**src/rtl/endpoint_switch_ctrl.sv**
```systemverilog
// endpoint_switch_ctrl: commits a new AXI-MM endpoint select only once the bus has drained
module endpoint_switch_ctrl #(
    parameter int AXI_ADDR_WIDTH  = 64,
    parameter int MAX_OUTSTANDING = 16,
    parameter int CNT_WIDTH       = $clog2(MAX_OUTSTANDING + 1),
    parameter bit RESET_SEL       = 1'b0
) (
    input  logic                      clk,
    input  logic                      rst,
    input  logic                      sel_req,
    output logic                      endpoint_ctrl,
    output logic                      switch_busy,
    output logic                      protocol_err,
    input  logic                      pci_awvalid,
    output logic                      pci_awready,
    input  logic [AXI_ADDR_WIDTH-1:0] pci_awaddr,
    output logic                      sel_awvalid,
    input  logic                      sel_awready,
    output logic [AXI_ADDR_WIDTH-1:0] sel_awaddr,
    input  logic                      pci_arvalid,
    output logic                      pci_arready,
    input  logic [AXI_ADDR_WIDTH-1:0] pci_araddr,
    output logic                      sel_arvalid,
    input  logic                      sel_arready,
    output logic [AXI_ADDR_WIDTH-1:0] sel_araddr,
    input  logic                      mon_wvalid,
    input  logic                      mon_wready,
    input  logic                      mon_wlast,
    input  logic                      mon_bvalid,
    input  logic                      mon_bready,
    input  logic                      mon_rvalid,
    input  logic                      mon_rready,
    input  logic                      mon_rlast
);
    typedef enum logic [1:0] {RUN, DRAIN, SWITCH} state_t;
    localparam logic [CNT_WIDTH-1:0] MAX_CNT = CNT_WIDTH'(MAX_OUTSTANDING);
    state_t state, state_nxt;
    logic [CNT_WIDTH-1:0] wr_out, rd_out;
    logic w_open, aw_presented, ar_presented;
    logic aw_hs, ar_hs, w_hs, b_hs, r_end;
    logic wr_up, wr_dn, rd_up, rd_dn, err_set;
    logic block_aw, block_ar, idle;
    assign sel_awaddr  = pci_awaddr;
    assign sel_araddr  = pci_araddr;
    // A presented address is never withdrawn, so the gate only closes on fresh addresses
    assign block_aw    = (state != RUN || wr_out == MAX_CNT) && !aw_presented;
    assign block_ar    = (state != RUN || rd_out == MAX_CNT) && !ar_presented;
    assign sel_awvalid = pci_awvalid & ~block_aw;
    assign pci_awready = sel_awready & ~block_aw;
    assign sel_arvalid = pci_arvalid & ~block_ar;
    assign pci_arready = sel_arready & ~block_ar;
    assign aw_hs = sel_awvalid & sel_awready;
    assign ar_hs = sel_arvalid & sel_arready;
    assign w_hs  = mon_wvalid & mon_wready;
    assign b_hs  = mon_bvalid & mon_bready;
    assign r_end = mon_rvalid & mon_rready & mon_rlast;
    // Simultaneous increment and decrement cancel; saturating edges flag a protocol error
    assign wr_up = aw_hs & ~b_hs & (wr_out != MAX_CNT);
    assign wr_dn = b_hs & ~aw_hs & (wr_out != '0);
    assign rd_up = ar_hs & ~r_end & (rd_out != MAX_CNT);
    assign rd_dn = r_end & ~ar_hs & (rd_out != '0);
    assign err_set = (aw_hs & ~b_hs & (wr_out == MAX_CNT)) | (b_hs & ~aw_hs & (wr_out == '0)) |
                     (ar_hs & ~r_end & (rd_out == MAX_CNT)) | (r_end & ~ar_hs & (rd_out == '0));
    assign idle = (wr_out == '0) && (rd_out == '0) && !w_open && !aw_presented && !ar_presented;
    // Outstanding-transaction tracking and sticky error flag
    always_ff @(posedge clk or posedge rst) begin
        if (rst) begin
            wr_out       <= '0;
            rd_out       <= '0;
            w_open       <= 1'b0;
            aw_presented <= 1'b0;
            ar_presented <= 1'b0;
            protocol_err <= 1'b0;
        end else begin
            wr_out       <= wr_out + CNT_WIDTH'(wr_up) - CNT_WIDTH'(wr_dn);
            rd_out       <= rd_out + CNT_WIDTH'(rd_up) - CNT_WIDTH'(rd_dn);
            w_open       <= w_hs ? ~mon_wlast : w_open;
            aw_presented <= sel_awvalid & ~sel_awready;
            ar_presented <= sel_arvalid & ~sel_arready;
            protocol_err <= protocol_err | err_set;
        end
    end
    // State register
    always_ff @(posedge clk or posedge rst) begin
        if (rst) state <= RUN;
        else     state <= state_nxt;
    end
    // Next state: drain until idle, abandon if the request is withdrawn
    always_comb begin
        state_nxt = state == RUN   ? (sel_req != endpoint_ctrl ? DRAIN : RUN) :
                    state == DRAIN ? (sel_req == endpoint_ctrl ? RUN : idle ? SWITCH : DRAIN) :
                    RUN;
    end
    // Outputs decoded from state
    always_comb begin
        switch_busy = state != RUN;
    end
    // Select flips only in the SWITCH cycle, when the bus is known to be quiescent
    always_ff @(posedge clk or posedge rst) begin
        if (rst)                 endpoint_ctrl <= RESET_SEL;
        else if (state == SWITCH) endpoint_ctrl <= ~endpoint_ctrl;
    end
endmodule

```
**config.mk**
```make
export PLATFORM = sky130hd
export DESIGN_NAME = endpoint_switch_ctrl
export DESIGN_NICKNAME = d
export VERILOG_FILES = /design/src/rtl/endpoint_switch_ctrl.sv
export SDC_FILE = /design/constraint.sdc
export NUM_CORES = 1
export LEC_CHECK = 0
export ABC_AREA = 1
export CORE_AREA = 2 2 107 109
export CTS_CLUSTER_DIAMETER = 60
export CTS_CLUSTER_SIZE = 16
export DETAILED_ROUTE_END_ITERATION = 10
export DIE_AREA = 0 0 109 111
export SETUP_SLACK_MARGIN = 0.15
export SYNTH_ARGS = -nofsm -noshare
export SYNTH_HDL_FRONTEND = slang
export SYNTH_SLANG_ARGS = --single-unit
export TNS_END_PERCENT = 10
```
**constraint.sdc**
```tcl
create_clock -name clk -period 3.6 [get_ports clk]
set_clock_uncertainty 0.15 [all_clocks]
set_input_delay 0.36 -clock clk [delete_from_list [all_inputs] [get_ports clk]]
set_output_delay 0.36 -clock clk [all_outputs]
set_load 0.02 [all_outputs]
```
# Yosys cells after proc, flatten, opt, wreduce, memory -nomap -nowiden
# Index checks and enable logic that the tools add are counted.
[op_classes]
multipliers = 0
reduce_logical = 17
n_eq_ne = 8
div = 0
n_shift = 0
order_cmp = 0
muxes = 5
bitwise_logic = 38
addsub = 4
[op_table]
columns = ["cell", "count"]
rows = [
  ["bitwise AND 1 bit", 24],
  ["adder 5 x 1 -> 5 bit", 2],
  ["equality test 5 bit (second input constant)", 2],
  ["logical NOT 5 bit", 2],
  ["inequality test 5 bit (second input constant)", 2],
  ["inverter 1 bit", 10],
  ["nonzero test 5 bit", 2],
  ["subtractor 5 x 1 -> 5 bit", 2],
  ["two-way mux 2 bit", 4],
  ["logical AND 1 bit", 6],
  ["OR 1 bit", 4],
  ["logical NOT 1 bit", 3],
  ["equality test 2 x 1 -> 1 bit (second input constant)", 1],
  ["equality test 2 bit (second input constant)", 1],
  ["logical NOT 2 bit", 1],
  ["logical OR 1 bit", 2],
  ["nonzero test 2 bit", 1],
  ["equality test 1 bit", 1],
  ["two-way mux 1 bit", 1],
  ["inequality test 1 bit", 1],
]
[totals]
inputBits = 143
rom_bits = 0
mem_count = 0
latchBits = 0
wordCells = 80
ramBits = 0
out_inout_bits = 135
reg_bits = 17

# Longest topological paths before layout
# Gate-level depths: netlist of the first run.
[depth]
word_depth = 13
depth_mapped = 16

# Worst setup path before layout of the first run
# Ideal clock, no wire load.
[synth_timing]
path_kind = "register to register"
from = "register wr_out[2]"
to = "register wr_out[4]"
path_slack_ps = 572
t_required_ps = 3322
arrival_ps = 2750
synth_period_minus_slack_ps = 3028
stages_incl_launch_ff = 15
path_cell_list = "dfrtp_1 -> inv_1 -> ha_1 -> nand3_2 -> nand2_2 -> a21boi_0 -> nand4_1 -> ha_1 -> inv_1 -> ha_1 -> inv_1 -> fa_1 -> o21ai_0 -> a21oi_1 -> xor2_1"
[synth_via]
elab_chain_len = 10
elab_cells_between_ends = 15
cone_classes = "add/sub (2); eq/ne (2); bitwise (8); reduce/logical (3)"
[synth_rtl]
columns = ["item", "line_no", "text"]
rows = [
  ["start: declaration", "38", "logic [CNT_WIDTH-1:0] wr_out, rd_out;"],
  ["start signal: assignment", "75", "wr_out <= wr_out + CNT_WIDTH'(wr_up) - CNT_WIDTH'(wr_dn);"],
  ["equality test 5 bit", "46", "assign block_aw = (state != RUN || wr_out == MAX_CNT) && !aw_presented;"],
  ["logical OR 1 bit", "46", ""],
  ["logical AND 1 bit", "46", ""],
  ["inverter 1 bit", "48", "assign sel_awvalid = pci_awvalid & ~block_aw;"],
  ["bitwise AND 1 bit", "48", ""],
  ["bitwise AND 1 bit", "52", "assign aw_hs = sel_awvalid & sel_awready;"],
  ["bitwise AND 1 bit or inverter 1 bit (tied branches)", "58, 59", ""],
  ["bitwise AND 1 bit (on tied branches)", "58, 59", ""],
  ["adder 5 x 1 -> 5 bit or bitwise AND 1 bit (tied branches)", "75, 59", ""],
  ["subtractor 5 x 1 -> 5 bit (*)", "75", ""],
]
# Every way passes the cells marked *; elsewhere a longest branch is shown, timed or not.
# A chain may end at the register's enable or synchronous reset.

# Worst setup path after layout of the first run
# Same ends and word-level chain as after synthesis.

==> results of run 1 <==
[layout by cell type, fill, tap and decap left out, drive strengths merged, types with 3 or more instances in the layout]
cell type / Yosys / layout
ha: 12 / 12
o21ai: 5 / 5
dfrtp: 17 / 17
nand4: 3 / 3
nand2: 16 / 16
nor2: 14 / 14
a21oi: 7 / 7
xnor2: 3 / 3
nand3: 6 / 6
xor2: 6 / 6
inv: 31 / 31
clkbuf: 0 / 4
clkdlybuf4s50: 0 / 21
[report_power, final]
part / leakage (nW) / internal (W) / total, W / switching (W)
clock: 0.0382 / 0.000150 / 0.000226 / 0.0000752
combinational: 0.471 / 0.000200 / 0.000444 / 0.000244
sequential: 0.202 / 0.000266 / 0.000327 / 0.0000609
total: 0.711 / 0.000616 / 0.000997 / 0.000380
[flip-flops by register name, indices dropped and copies added (netlist names)]
name           cells
endpoint_ctrl      1
aw_presented       1
protocol_err       1
ar_presented       1
w_open             1
rd_out             5
wr_out             5
state              2
[how the worst max path moves through the flow]
stage / start / endpoint / slack, ns / depth (start not counted)
after floorplan: wr_out[2] / wr_out[4] / 0.57 / 14
after global placement: sel_awready / wr_out[4] / 0.76 / 11
after detailed placement: sel_awready / wr_out[4] / 0.67 / 11
after CTS: wr_out[2] / wr_out[4] / 0.78 / 14
after global routing: wr_out[2] / wr_out[4] / 0.55 / 14
final: wr_out[2] / wr_out[4] / 0.79 / 14
[per-layer routing]
layer,GRT usage (%),vias up
met4,4.79,0
met5,0,-
li1,-,445
met1,5.29,461
met3,6.35,30
met2,14.1,84
[cell type report]
type,instances,area (um2)
fill,1247,9490
multi-input combinational,79,581
sequential,17,425
timing repair buffer,21,210
tap,143,179
inverter,31,116
clock buffer,4,78.8
[worst max-delay path, cell delays in order (launching register included)]
cell	delay [ns]
dfrtp_1	0.35
inv_1	0.06
ha_1	0.23
nand3_2	0.11
nand2_2	0.06
a21boi_0	0.23
nand4_1	0.12
ha_1	0.28
inv_1	0.07
ha_1	0.16
inv_1	0.05
fa_1	0.40
o21ai_0	0.18
a21oi_1	0.09
xor2_1	0.15
[kinds of logic after synthesis]
logic type               share of synthesized area, %
adder cells (fa/ha/maj)                          9.13
XOR/XNOR                                         3.78
buffers and inverters                            51.7
AND/OR/NAND/NOR                                  11.1
AO/OA/AOI/OAI                                    3.90
flip-flops                                       20.4
[through the flow]
stage / hold slack (ns) / std cells
floorplan: 0.136 / 255
finish: 0.368 / 295
global placement: 0.352 / 291
detailed placement: 0.362 / 291
global route: 0.401 / 295
CTS: 0.371 / 295
==> results.sh, run 1 <==
export IMPL_status="completed"
export IMPL_worst_hold_path_type="flip-flop to flip-flop"
export IMPL_power_leakage_nw=0.711
export IMPL_wl_um=5010
export IMPL_power_w=0.000997
export IMPL_crit_fanout=3
export IMPL_hold_depth=1
export IMPL_yosys_top_cells_area="buf_4 (46%), dfrtp_1 (20%), ha_1 (7.2%)"
export IMPL_cts_repair_resized=0
export IMPL_postSynthRegisterBits=17
export IMPL_drt_vias_per_instance=3.46
export IMPL_finalWorstSetupSlack_ns=0.793
export IMPL_crit_required_ns=3.58
export IMPL_reg2regPathDepth=14
export IMPL_path_class="flip-flop to flip-flop"
export IMPL_final_setup_viol_count=0
export IMPL_power_density_mw_per_mm2=627
export IMPL_dr_wl_met2_um=2670
export IMPL_io_pins=278
export IMPL_gp_congestion=0.702
export IMPL_drc=0
export IMPL_dieHeight_um=111
export IMPL_cts_tree="yes"
export IMPL_grt_pass1_wl_um=6780
export IMPL_yosys_cell_count_top_type="buf_4"
export IMPL_synth_warnings=0
export IMPL_insertion_delay_ns=0.25
export IMPL_syn_to_final_growth_pct=-23.7
export IMPL_wl_met3_um=939
export IMPL_yosysTopAreaCell="buf_4"
export IMPL_post_route_util_pct=14.4
export IMPL_r2r_start="wr_out[2]"
export IMPL_cts_setup_buffers=0
export IMPL_synthCells=255
export IMPL_synth_top_cell_area_share_pct=46.1
export IMPL_synth_area_mm2=0.00208
export IMPL_gr_total_overflow=0
export IMPL_end_kind="flip-flop"
export IMPL_vias=1020
export IMPL_cts_buffer_depth=2
export IMPL_maxSlewViolCount=0
export IMPL_hold_viol=0
export IMPL_cts_hold_buffers=0
export IMPL_cts_buffers=3
export IMPL_fin_area_mm2=0.00159
export IMPL_layout_min_cycle_time_ns=2.81
export IMPL_relSlewSlack_pct=50.6
export IMPL_maxUsedRoutingLayer="met4"
export IMPL_clock_fmax_ghz=0.356
export IMPL_dieWidth_um=109
export IMPL_synth_cell_types=22
export IMPL_arrival_ns=2.78
export IMPL_r2r_slack_ns=0.79
export IMPL_setup_tns_ns=0
export IMPL_hp_start="endpoint_ctrl"
export IMPL_cts_sinks=17
export IMPL_cts_clk_slew_worst_paths_ns=0.05
export IMPL_grt_use_total_pct=7.87
export IMPL_grt_pass1_vias=1066
export IMPL_wl_per_cell_um=17.0
export IMPL_syn_avg_cell_area_um2=8.17
export IMPL_hpwlAfterDp_um=4470
export IMPL_syn_num_nets=412
export IMPL_port_buffers=21
export IMPL_ir_drop_mv=0.130
export IMPL_min_period_over_period_pct=78.0
export IMPL_nNetsFinal=310
export IMPL_die_area_mm2=0.0121
export IMPL_grt_max_degree=18
export IMPL_async_flop_share_pct=100
export IMPL_synth_edf_count=0
export IMPL_root_buffer="clkbuf_16"
export IMPL_grt_setup_unrepaired="false"
export IMPL_netlist_top_cells_count="buf_4 (128), inv_1 (30), dfrtp_1 (17)"
export IMPL_antenna_cells=0
export IMPL_htree_levels=1
export IMPL_antenna_left=0
export IMPL_wirelength_met1_um=1160
export IMPL_core_region_area_mm2=0.0111
export IMPL_drive_above_1_share_pct=11.8
export IMPL_dpl_worst_slack_ns=0.671
export IMPL_drt_iter0_drc=38
export IMPL_synth_seq_area_share_pct=20.4
export IMPL_antenna_found_initial=0
export IMPL_yosys_most_used_dff="dfrtp_1"
export IMPL_num_rows=39
export IMPL_firstDrtPassIters=3
export IMPL_worst_pin_slew_ns=0.741
export IMPL_max_cap_violations=0
export IMPL_placed_area_mm2=0.00151
export IMPL_start_kind="flip-flop"
export IMPL_r2r_end="wr_out[4]"
export IMPL_hold_end="endpoint_ctrl"
export IMPL_initial_core_util_pct=18.8
Power figures use the tool's default switching activity.
==> run 2: changes to the inputs <==
clock period = 2.9 ns   (was 3.6 ns; I/O delays follow)
==> results.sh, run 2 (synthesis results as in run 1) <==
export IMPL_firstDrtPassIters=3
export IMPL_reg_top3="rd_out: 5 flops, wr_out: 5 flops, state: 2 flops"
export IMPL_final_setup_viol_count=0
export IMPL_ir_drop_mv=0.155
export IMPL_num_rows=39
export IMPL_dieHeight_um=111
export IMPL_grt_pass1_vias=1165
export IMPL_worst_hold_path_type="primary input to async pin"
export IMPL_htree_levels=1
export IMPL_drt_vias_per_instance=3.56
export IMPL_dieWidth_um=109
export IMPL_gr_total_overflow=0
export IMPL_grt_setup_unrepaired="true"
export IMPL_start_kind="flip-flop"
export IMPL_hpwlAfterDp_um=4460
export IMPL_relSlewSlack_pct=48.6
export IMPL_final_common_cell="inv_1"
export IMPL_r2r_end="wr_out[4]"
export IMPL_wl_per_cell_um=17.3
export IMPL_r2r_start="wr_out[3]"
export IMPL_power_density_mw_per_mm2=835
export IMPL_cts_buffers=3
export IMPL_grt_pass1_wl_um=6950
export IMPL_status="completed"
export IMPL_drc=0
export IMPL_max_cap_violations=0
export IMPL_cts_tree="yes"
export IMPL_gp_congestion=0.655
export IMPL_drive_above_1_share_pct=29.4
export IMPL_slowest_stage="dfrtp_1"
export IMPL_syn_to_final_growth_pct=-16.5
export IMPL_finalWorstSetupSlack_ns=0.281
export IMPL_grt_use_total_pct=8.07
export IMPL_cts_sinks=17
export IMPL_arrival_ns=2.60
export IMPL_cts_hold_buffers=0
export IMPL_reg2regPathDepth=16
export IMPL_place_inst=292
export IMPL_cts_buffer_depth=2
export IMPL_crit_required_ns=2.88
export IMPL_fin_area_mm2=0.00174
export IMPL_hold_viol=0
export IMPL_end_kind="flip-flop"
export IMPL_placed_area_mm2=0.00152
export IMPL_wl_um=5250
export IMPL_grt_max_degree=18
export IMPL_dpl_worst_slack_ns=0.0429
export IMPL_root_buffer="clkbuf_16"
export IMPL_fin_cells=303
export IMPL_whs_ns=0.334
export IMPL_cts_clk_slew_worst_paths_ns=0.06
export IMPL_max_stage_delay_ns=0.39
export IMPL_io_pins=278
export IMPL_core_region_area_mm2=0.0111
export IMPL_die_area_mm2=0.0121
export IMPL_antenna_cells=0
export IMPL_worstPathCellList="inv_2 -> ha_4 -> nand3_4 -> nand2_4 -> nand2_2 -> nand3_2 -> nand2_2 -> nor2_2 -> ha_1 -> inv_1 -> ha_2 -> inv_2 -> fa_2 -> o21ai_2 -> a21oi_2 -> xor2_1"
export IMPL_setup_tns_ns=0
export IMPL_maxSlewViolCount=0
export IMPL_initial_core_util_pct=18.8
export IMPL_min_period_over_period_pct=90.3
export IMPL_port_buffers=21
export IMPL_layout_min_cycle_time_ns=2.62
export IMPL_nNetsFinal=318
export IMPL_antenna_left=0
export IMPL_r2r_slack_ns=0.28
export IMPL_antenna_found_initial=0
export IMPL_drt_iter0_drc=32
export IMPL_crit_fanout=3
export IMPL_insertion_delay_ns=0.25
export IMPL_power_leakage_nw=0.743
export IMPL_clock_fmax_ghz=0.382
export IMPL_vias=1078
export IMPL_mostFrequentLayoutCells="inv_1 (25), clkdlybuf4s50_1 (21), dfrtp_1 (16), nand2_1 (10)"
export IMPL_worst_pin_slew_ns=0.770
export IMPL_path_class="flip-flop to flip-flop"
==> run 2: cell count changes in the layout (fill, tap and decap cells not counted), moves of 4 or more <==
| cell | change |
|---|---|
| inv_2 | +5 |
| ha_1 | -4 |
| inv_1 | -5 |
| buf_4 | +8 |
==> run 2: layout make-up <==
type,instances,area (um2)
multi-input combinational,79,664
tap,143,179
inverter,31,116
clock inverter,1,7.51
timing repair buffer,29,270
fill,1239,9340
clock buffer,3,75.1
sequential,17,427
==> run 2: per-layer routing <==
metal  vias to the layer above  part of all wire (%)  global-route usage [%]
met2                        87                    53                    14.4
li1                        460                     -                       -
met4                         2                   4.7                    4.44
met1                       485                    21                    4.97
met5                         -                   1.0                    4.02
met3                        44                    20                    7.23
==> run 2: report_power, final <==
part | internal (W) | total, W | leakage, nW | switching [W]
logic | 0.000356 | 0.000738 | 0.505 | 0.000381
clock network | 0.000186 | 0.000292 | 0.0371 | 0.000106
registers | 0.000331 | 0.000423 | 0.201 | 0.0000912
==> run 2: metrics by stage <==
| stage | utilization (%) | total power [W] |
|---|---|---|
| 4_1_cts | 14.5 | 0.00130 |
| 3_3_place_gp | 13.7 | 0.000944 |
| 3_5_place_dp | 13.7 | 0.000988 |
| 6_report | 15.7 | 0.00145 |
| 2_1_floorplan | - | 0.00108 |
| 5_1_grt | 15.7 | 0.00158 |
==> run 2: how the worst max path moves through the flow <==
stage,endpoint,start,slack [ns],cells after the start
2_1_floorplan,wr_out[4],wr_out[2],0.08,14
3_3_place_gp,rd_out[4],sel_arready,0.17,11
3_5_place_dp,wr_out[4],wr_out[2],0.04,16
4_1_cts,wr_out[4],wr_out[2],0.14,16
5_1_grt,wr_out[4],wr_out[3],0.13,16
6_report,wr_out[4],wr_out[3],0.28,16
==> run 2: what timing repair did <==
item / CTS / global route
endpoints found under the setup margin: 2 / 2
setup buffers: 0 / 7
hold endpoints to repair: 0 / 0
pin swaps: 0 / 10
resized for setup: 4 / 23
==> run 2: worst max-delay path: cells and delay by family, from the launching register on <==
family	cells	cell delay, ns
fa+ha+maj	4	0.93
simple gates	6	0.47
flops	1	0.39
compound gates	2	0.22
buf+inv	3	0.19
xor+xnor	1	0.14
==> run 3: changes to the inputs <==
CAP_MARGIN = 30   (was unset)
==> results of run 3 <==
Final layout, timing and power as in run 2 (identical DEF).
